File: src/rtl/icache_if.sv
// rtl/icache_if.sv - CPU fetch and instruction-memory bus bundle for icache
//
// Purpose: groups the fetch-side and memory-side signals of the instruction
// cache so the cache and its environment connect through one port.
//
// Signals:
//   ADDRESS       byte address of the fetch (bits [1:0] unused)
//   READ          fetch request
//   INSTRUCTION   fetched instruction word
//   BUSYWAIT      stall to the CPU
//   MEM_READ      block read request to instruction memory
//   MEM_ADDRESS   block address {tag,index}
//   MEM_READDATA  16-byte block, word 0 in [31:0]
//   MEM_BUSYWAIT  memory busy; data valid on the first edge it is low
//   HIT_COUNT     hit statistics (zero when statistics are not built)
//   MISS_COUNT    miss statistics (zero when statistics are not built)
//
// Modports: slave = cache side, master = CPU/memory environment side.
interface icache_if #(
  parameter int ADDR_BITS = 10
);
  logic [ADDR_BITS-1:0] ADDRESS;
  logic                 READ;
  logic [31:0]          INSTRUCTION;
  logic                 BUSYWAIT;
  logic                 MEM_READ;
  logic [ADDR_BITS-5:0] MEM_ADDRESS;
  logic [127:0]         MEM_READDATA;
  logic                 MEM_BUSYWAIT;
  logic [15:0]          HIT_COUNT;
  logic [15:0]          MISS_COUNT;

  modport slave (
    input  ADDRESS, READ, MEM_READDATA, MEM_BUSYWAIT,
    output INSTRUCTION, BUSYWAIT, MEM_READ, MEM_ADDRESS, HIT_COUNT, MISS_COUNT
  );

  modport master (
    output ADDRESS, READ, MEM_READDATA, MEM_BUSYWAIT,
    input  INSTRUCTION, BUSYWAIT, MEM_READ, MEM_ADDRESS, HIT_COUNT, MISS_COUNT
  );
endinterface

File: src/rtl/icache.sv
// rtl/icache.sv - direct-mapped read-only instruction cache with 16-byte lines
//
// Purpose: serves 32-bit instruction fetches from 2^INDEX_BITS lines of four
// words each. A hit returns the word in the same cycle with no stall; a miss
// stalls the CPU, fetches the whole block from instruction memory and writes
// it into the indexed line, after which the held address hits.
//
// Ports:
//   CLK    single clock, all state updates on the rising edge
//   RESET  asynchronous active-low reset
//   bus    icache_if.slave (fetch request/response, memory block read,
//          statistics counters)
//
// Optional feature: define ICACHE_STATS_EN to build the saturating hit/miss
// counters; otherwise HIT_COUNT and MISS_COUNT are tied to zero.
module icache #(
  parameter int ADDR_BITS  = 10,
  parameter int INDEX_BITS = 3
) (
  input  logic     CLK,
  input  logic     RESET,
  icache_if.slave  bus
);

  localparam int TAG_BITS = ADDR_BITS - INDEX_BITS - 4;
  localparam int BLK_BITS = ADDR_BITS - 4;
  localparam int LINES    = 1 << INDEX_BITS;

  typedef enum logic [1:0] {
    IDLE,
    MEMREAD,
    UPDATE
  } state_e;

  state_e                state_q, state_d;
  logic [LINES-1:0]      valid_q, valid_d;
  logic [BLK_BITS-1:0]   blk_addr_q, blk_addr_d;
  logic [127:0]          fill_q, fill_d;
  logic [31:0]           instr_q, instr_d;

  // Tag and data arrays carry no reset: valid bits gate every hit.
  logic [TAG_BITS-1:0]   tag_q  [LINES];
  logic [127:0]          data_q [LINES];

  logic [1:0]            req_off;
  logic [INDEX_BITS-1:0] req_idx;
  logic [TAG_BITS-1:0]   req_tag;
  logic [INDEX_BITS-1:0] fill_idx;
  logic [TAG_BITS-1:0]   fill_tag;
  logic                  lookup_hit;
  logic                  hit;
  logic                  miss;
  logic [31:0]           hit_word;
  logic                  fill_we;
  logic                  mem_read;
  logic                  busywait;
  logic                  unused_addr_bits;

  // Byte offset within the word is irrelevant for 32-bit fetches.
  assign unused_addr_bits = ^bus.ADDRESS[1:0];

  assign req_off  = bus.ADDRESS[3:2];
  assign req_idx  = bus.ADDRESS[INDEX_BITS+3:4];
  assign req_tag  = bus.ADDRESS[ADDR_BITS-1:INDEX_BITS+4];
  assign fill_idx = blk_addr_q[INDEX_BITS-1:0];
  assign fill_tag = blk_addr_q[BLK_BITS-1:INDEX_BITS];

  assign lookup_hit = valid_q[req_idx] && (tag_q[req_idx] == req_tag);
  assign hit_word   = data_q[req_idx][{req_off, 5'b00000} +: 32];
  assign hit        = (state_q == IDLE) && bus.READ && lookup_hit;
  assign miss       = (state_q == IDLE) && bus.READ && !lookup_hit;

  always_comb begin
    state_d    = state_q;
    valid_d    = valid_q;
    blk_addr_d = blk_addr_q;
    fill_d     = fill_q;
    instr_d    = instr_q;
    mem_read   = 1'b0;
    busywait   = 1'b0;
    fill_we    = 1'b0;

    case (state_q)
      IDLE: begin
        if (bus.READ) begin
          if (lookup_hit) begin
            instr_d = hit_word;
          end else begin
            // The stall must be visible in the same cycle the miss is seen.
            busywait   = 1'b1;
            blk_addr_d = bus.ADDRESS[ADDR_BITS-1:4];
            state_d    = MEMREAD;
          end
        end
      end

      MEMREAD: begin
        busywait = 1'b1;
        mem_read = 1'b1;
        if (!bus.MEM_BUSYWAIT) begin
          fill_d  = bus.MEM_READDATA;
          state_d = UPDATE;
        end
      end

      UPDATE: begin
        // The fill always targets the latched block address, so a READ drop
        // or an ADDRESS change during the miss cannot redirect it.
        busywait          = 1'b1;
        fill_we           = 1'b1;
        valid_d[fill_idx] = 1'b1;
        state_d           = IDLE;
      end

      default: begin
        state_d = IDLE;
      end
    endcase
  end

  always_ff @(posedge CLK or negedge RESET) begin
    if (!RESET) begin
      state_q    <= IDLE;
      valid_q    <= '0;
      blk_addr_q <= '0;
      fill_q     <= '0;
      instr_q    <= '0;
    end else begin
      state_q    <= state_d;
      valid_q    <= valid_d;
      blk_addr_q <= blk_addr_d;
      fill_q     <= fill_d;
      instr_q    <= instr_d;
    end
  end

  // Reset forces IDLE asynchronously, so an aborted fill never reaches the
  // UPDATE write below.
  always_ff @(posedge CLK) begin
    if (fill_we) begin
      tag_q[fill_idx]  <= fill_tag;
      data_q[fill_idx] <= fill_q;
    end
  end

  // A hit presents the selected word combinationally; otherwise the last
  // fetched word is held.
  assign bus.INSTRUCTION = hit ? hit_word : instr_q;
  assign bus.BUSYWAIT    = busywait;
  assign bus.MEM_READ    = mem_read;
  assign bus.MEM_ADDRESS = blk_addr_q;

`ifdef ICACHE_STATS_EN
  logic [15:0] hit_cnt_q, hit_cnt_d;
  logic [15:0] miss_cnt_q, miss_cnt_d;

  always_comb begin
    hit_cnt_d  = hit_cnt_q;
    miss_cnt_d = miss_cnt_q;
    if (hit && (hit_cnt_q != 16'hFFFF)) begin
      hit_cnt_d = hit_cnt_q + 16'd1;
    end
    if (miss && (miss_cnt_q != 16'hFFFF)) begin
      miss_cnt_d = miss_cnt_q + 16'd1;
    end
  end

  always_ff @(posedge CLK or negedge RESET) begin
    if (!RESET) begin
      hit_cnt_q  <= '0;
      miss_cnt_q <= '0;
    end else begin
      hit_cnt_q  <= hit_cnt_d;
      miss_cnt_q <= miss_cnt_d;
    end
  end

  assign bus.HIT_COUNT  = hit_cnt_q;
  assign bus.MISS_COUNT = miss_cnt_q;
`else
  logic unused_stats;
  assign unused_stats   = hit ^ miss;
  assign bus.HIT_COUNT  = '0;
  assign bus.MISS_COUNT = '0;
`endif

endmodule

File: src/flat_wrapper.sv
// flat-port wrapper written by rule: the top's interface ports become plain ports
module icache_flat 
#(
  parameter int ADDR_BITS  = 10,
  parameter int INDEX_BITS = 3
)
  (CLK, RESET, bus_ADDRESS, bus_READ, bus_MEM_READDATA, bus_MEM_BUSYWAIT, bus_INSTRUCTION, bus_BUSYWAIT, bus_MEM_READ, bus_MEM_ADDRESS, bus_HIT_COUNT, bus_MISS_COUNT);
  icache_if #(.ADDR_BITS(ADDR_BITS)) bus_i ();
  input  logic CLK;
  input  logic RESET;
  input wire logic [$bits(bus_i.ADDRESS)-1:0] bus_ADDRESS;
  input wire logic [$bits(bus_i.READ)-1:0] bus_READ;
  input wire logic [$bits(bus_i.MEM_READDATA)-1:0] bus_MEM_READDATA;
  input wire logic [$bits(bus_i.MEM_BUSYWAIT)-1:0] bus_MEM_BUSYWAIT;
  output wire logic [$bits(bus_i.INSTRUCTION)-1:0] bus_INSTRUCTION;
  output wire logic [$bits(bus_i.BUSYWAIT)-1:0] bus_BUSYWAIT;
  output wire logic [$bits(bus_i.MEM_READ)-1:0] bus_MEM_READ;
  output wire logic [$bits(bus_i.MEM_ADDRESS)-1:0] bus_MEM_ADDRESS;
  output wire logic [$bits(bus_i.HIT_COUNT)-1:0] bus_HIT_COUNT;
  output wire logic [$bits(bus_i.MISS_COUNT)-1:0] bus_MISS_COUNT;
  assign bus_i.ADDRESS = bus_ADDRESS;
  assign bus_i.READ = bus_READ;
  assign bus_i.MEM_READDATA = bus_MEM_READDATA;
  assign bus_i.MEM_BUSYWAIT = bus_MEM_BUSYWAIT;
  assign bus_INSTRUCTION = bus_i.INSTRUCTION;
  assign bus_BUSYWAIT = bus_i.BUSYWAIT;
  assign bus_MEM_READ = bus_i.MEM_READ;
  assign bus_MEM_ADDRESS = bus_i.MEM_ADDRESS;
  assign bus_HIT_COUNT = bus_i.HIT_COUNT;
  assign bus_MISS_COUNT = bus_i.MISS_COUNT;
  icache #(.ADDR_BITS(ADDR_BITS), .INDEX_BITS(INDEX_BITS)) u_core (.CLK(CLK), .RESET(RESET), .bus(bus_i));
endmodule
File: config.mk
export PLATFORM = sky130hd
export DESIGN_NAME = icache_flat
export DESIGN_NICKNAME = d
export VERILOG_FILES = /design/src/rtl/icache_if.sv /design/src/rtl/icache.sv /design/src/flat_wrapper.sv
export SDC_FILE = /design/constraint.sdc
export NUM_CORES = 1
export LEC_CHECK = 0
export BUFFER_PORTS_ARGS = -buffer_cell sky130_fd_sc_hd__buf_2
export CAP_MARGIN = 10
export CORE_AREA = 4 4 239 334
export CTS_CLUSTER_SIZE = 30
export DETAILED_ROUTE_END_ITERATION = 10
export DIE_AREA = 0 0 243 338
export HOLD_SLACK_MARGIN = 0.06
export MAX_ROUTING_LAYER = met4
export PLACE_DENSITY = 0.88
export SYNTH_ARGS = -nofsm -noshare
export SYNTH_HDL_FRONTEND = slang
export SYNTH_SLANG_ARGS = --single-unit
File: constraint.sdc
create_clock -name CLK -period 15.15 [get_ports CLK]
set_clock_uncertainty 0.05 [all_clocks]
set_input_delay 4.545 -clock CLK [delete_from_list [all_inputs] [get_ports CLK]]
set_output_delay 4.545 -clock CLK [all_outputs]
set_load 0.02 [all_outputs]
Yosys cells after proc, flatten, opt, wreduce, memory -nomap -nowiden
Memory sizes are Yosys's and may differ from the RTL's.
Cells that the tools add are included.

word-level totals
  register bits after elaboration = 176
  RAM bits = 1048
  input bits = 142
  output and inout port bits = 72
  memories kept = 2

memories
  memory         words  width  rd ports  clocked after memory_dff  wr ports  RTL line      text
  u_core.data_q  8      128    1         0                         1         icache.sv:43  logic [127:0] data_q [LINES];
  u_core.tag_q   8      3      1         0                         1         icache.sv:42  logic [TAG_BITS-1:0] tag_q [LINES];

cells by class
  magnitude comparators = 3
  eq/ne operators = 6
  shift-type cells = 1
  multiplexer cells = 16
  bitwise gates (word level) = 3
  reductions and logical operators = 10

operators with widths
  kind                                                                   number
  128-bit by 8-bit variable part select with 32-bit output               1
  32-bit 2-to-1 mux                                                      1
  3-bit AND reduction                                                    3
  3-bit by 4-bit < comparator with 1-bit output, second input constant   2
  1-bit 2-to-1 mux                                                       8
  8-bit OR                                                               1
  2-bit 2-to-1 mux                                                       3
  2-bit inequality test, second input constant                           3
  1-bit logical AND                                                      4
  2-bit one-hot mux with 2 select lines                                  1
  1-bit binary-select mux with 3-bit select                              1
  1-bit demux with 3-bit select                                          1
  3-bit == test                                                          1
  3-bit by 1-bit >= comparator with 1-bit output, second input constant  1
  2-bit by 1-bit == test with 1-bit output, second input constant        1
  2-bit == test, second input constant                                   1
  2-bit zero test                                                        1
  1-bit inverter                                                         2
  1-bit one-hot mux with 2 select lines                                  1
  2-bit AND reduction                                                    1
  2-bit OR reduction                                                     1

Longest topological paths before layout
  word-level depth = 6
  depth in mapped cells = 9

Worst setup path before layout
Ideal clock, no wire load.

  path type = input to output
  start point = in bus_ADDRESS[5]
  end point = out bus_INSTRUCTION[10]
  arrival time = 6.808 ns
  slack = 3.747 ns
  stages on the path = 7
  buffers on the path = 3
  cells stage by stage = buf_2 clkbuf_1 clkbuf_1 mux4_2 mux4_2 mux2_2 mux2_2

on the way
  cells in the longest elaborated chain, start to end = 5
  elaborated cells on any way between the ends = 9

RTL lines
  element                                                          RTL line            text
  start, declared                                                  flat_wrapper.sv:11  input wire logic [$bits(bus_i.ADDRESS)-1:0] bus_ADDRESS;
  branches (longest 4 deep; another with memory read 8 x 128 bit)  -
  32-bit 2-to-1 mux *                                              icache.sv:148       assign bus.INSTRUCTION = hit ? hit_word : instr_q;
  end, declared                                                    flat_wrapper.sv:15  output wire logic [$bits(bus_i.INSTRUCTION)-1:0] bus_INSTRUCTION;

Mark *: on every way between the ends. The select of a mux whose other input is x is not followed.

Worst setup path after layout
  start point = in bus_ADDRESS[4]
  end point = out bus_INSTRUCTION[16]

The elaborated chain is that of the path after synthesis.

==> results.md <==
- CTS H-tree lvls: 3
- Cell Rows: 120
- Share of layout cells above drive strength 1: approximately two fifths
- Final net count: about 2,300
- Design Area, Final: 52,050 sq um
- Pre-CTS WS: around 2.3 ns
- Via count: 21,581
- Latest clock arrival within the worst-skew pair: between 0.6 and 0.7 ns
- Status: completed
- Max Slew Vio Count: 0
- Critical Path AT: roughly 8 ns
- CTS tree: built
- First-pass GRT wire length: between 150,000 and 200,000 um
- Die W: 243 um
- Drt via density: ~6.7
- Req. time, crit path: between 10 and 15 ns
- Post-CTS Hold Buffers: 0
- Area Overhead vs Synth: 11.84%
- Synth area leaders: edfxtp_1 (68%), mux4_2 (16%), dfrtp_1 (9.5%)
- Die area: between 80,000 and 90,000 sq um
- Post-CTS Setup Inserts: 0
- P per Cell Area: 170.1 nW/um^2
- M2 GR Usage: just under 50%
- Setup crit start kind: input port
- Met1 Use GR: roughly 33%
- Crit Path Max Fanout: 94
- Wire per inst: roughly 34 um
- Count leader, synth: edfxtp_1
- Total clock sinks: ~1,200
- Reg power frac: 57.5%
- Post_cts resized: 0
- Starting Density: 60.78%
- Internal power: roughly 0.0066 W
- Switch share: between 20% and 30%
- Crit. End Element: output port
- Gr usage total: 27.59%
- Largest net degree at the start of global routing: ~180
- Commonest cells post-synth: edfxtp_1 (1,048), mux4_2 (325), mux2_2 (200)
- Total Power: 0.008854 W
- Yosys reg bits: about 1,200
- Io pins: between 200 and 250
- Antenna violations before repair: 6
- Clk pwr share: 31.1%
- Vias in the first global route: between 20,000 and 25,000
- Post-Syn Area: around 47,000 sq um
- LEAKAGE: approximately 17 nW
- Max Cap Viol: 0
- CP Class: in -> out
- Part of the cycle the worst path needs: between 80% and 90%
- DP Area: 48,480 sq um
- First-pass detailed-route iteration total: 7
- CTS Buffer Depth: 3
- Crit path time final: ~13 ns
- Post-DP HPWL: around 55,000 um
- Post-synth ARST share: between 10 and 15%
- Antenna-violating nets left: 0
- Synth Flop Type: edfxtp_1
- Setup violations, final: 0
- Port buffer count: between 150 and 200
- Share of the synthesized area in the top cell type: around 68%
- Synth area leader: edfxtp_1
- Hold WS: 0.4256 ns
- Mean Syn Cell Area: ~24 sq um
- Worst hold path type: reg -> reg
- Synth warn: 0
- RSZ-0062 raised after global routing: no
- IR drop worst, VDD: between 0.15 and 0.2 mV
- Final Hold Viols: 0
- NetSw: 0.002294 W
- Post-synthesis sequential area ratio: a little under 80%
- Post-route worst setup slack: around 2.3 ns
- Measured slew at the worst slew-check pin: between 1 and 1.5 ns
- Die Y: 338 um
- Slew margin rel.: a little over an eighth
- Post-synth cell types: 26
- Drt first-iter violations: 2,630
- Num CTS Buffers: 106
- Setup tns final: 0 ns
- Total Wirelength: about 110,000 um
- Fillers: roughly 4,300
- Max Fclk: 0.07793 GHz
- Post-synthesis instance total: between 1,500 and 2,000
- Placer Congestion: 0.7511
- CORE AREA: roughly 77,000 sq um
- Gr busiest metal: met2
- Logic pwr share: 11.4%
- DRC viols: 0
- CTS clk-pin slew, worst paths: roughly 0.060 ns
- Root Driver: clkbuf_16
- EDFF count, synth: ~1,000
- Grt ovf: 0
- Met3 usage: 3.434%
-- power by group through the flow --
| stage | clock network, W | registers [W] | logic (W) |
|---|---|---|---|
| final | 0.00275 | 0.00509 | 0.00101 |
| after global placement | 0 | 0.00501 | 0.000958 |
| after CTS | 0.00278 | 0.00507 | 0.00103 |
| after floorplan | 0 | 0.00497 | 0.000676 |
| after global routing | 0.00294 | 0.00515 | 0.00107 |
| after detailed placement | 0 | 0.00511 | 0.000995 |
-- state kept, by name (all words and copies together), names as in the netlist --
signal / count
u_core.data_q: 1024
u_core.valid_q: 8
u_core.bus.MEM_ADDRESS: 6
u_core.state_q: 2
u_core.fill_q: 128
u_core.tag_q: 24
u_core.instr_q: 32
-- area by class of cell --
class	count	area, sq um	area share (%)
Tap cell	976	1221	2.346
Antenna cell	4	10.01	0.01923
Clock inverter	51	563.0	1.082
Multi-Input combinational cell	610	10150	19.51
Clock buffer	149	2995	5.755
Inverter	4	15.01	0.02885
Timing Repair Buffer	204	1217	2.339
Sequential cell	1224	35870	68.92
-- final timing paths --
path	depth (start not counted)	start	to	slack [ns]
max	9	bus_ADDRESS[4]	bus_INSTRUCTION[16]	2.32
min	1	u_core.valid_q[2]	u_core.valid_q[2]	0.43
max reg2reg	6	u_core.state_q[0]	u_core.data_q[1][110]	10.75
min reg2reg	1	u_core.valid_q[2]	u_core.valid_q[2]	0.43
max in group asynchronous	2	RESET	u_core.fill_q[88]	9.81
min in group asynchronous	1	RESET	u_core.fill_q[72]	3.82
-- critical path: stages --
cell	delay (ns)
buf_8	0.61
mux2i_1	0.30
mux4_2	0.56
xor2_1	0.28
nand4_1	0.24
nor2_4	0.53
buf_4	0.45
mux2_2	0.47
buf_2	0.19
-- metrics by stage --
stage	utilization, %	cells
global placement	63.31	3018
global route	67.97	3220
detailed placement	63.31	3018
CTS	67.96	3218
finish	67.97	3222
floorplan	-	1966
-- routing by layer --
metal,vias to the layer above,part of all wire (%)
li1,8484,-
met1,11505,33
met2,1346,55
met3,246,7.1
met4,0,5.1
met5,-,0
-- cell families (layout without fill, tap and decap cells) --
logic type,count (synthesis),after routing,share of synthesized area [%]
xor+xnor,3,3,0.05647
fa+ha+maj,5,5,0.1344
other cells,1,36,0.008057
compound gates,5,5,0.08603
flops,1224,1224,77.08
mux,537,537,20.82
buf+inv,132,408,1.503
simple gates,28,28,0.3065
-- placed cells by master, fill, tap and decap left out, types with 4 or more instances in the layout --
| cell type | synthesis | layout |
|---|---|---|
| inv_1 | 4 | 4 |
| buf_12 | 0 | 8 |
| clkinv_2 | 0 | 19 |
| nor2_4 | 0 | 7 |
| mux2i_1 | 12 | 12 |
| mux2_2 | 200 | 200 |
| diode_2 | 0 | 4 |
| clkbuf_1 | 47 | 26 |
| edfxtp_1 | 1048 | 1048 |
| conb_1 | 1 | 32 |
| clkinv_1 | 0 | 13 |
| clkbuf_8 | 0 | 17 |
| mux4_2 | 325 | 325 |
| nand2_1 | 4 | 4 |
| buf_2 | 28 | 174 |
| ha_1 | 5 | 5 |
| or2_2 | 8 | 8 |
| clkbuf_16 | 0 | 107 |
| dfrtp_1 | 176 | 176 |
| bufinv_16 | 0 | 9 |
| buf_4 | 35 | 19 |
Power figures use the tool's default switching activity.
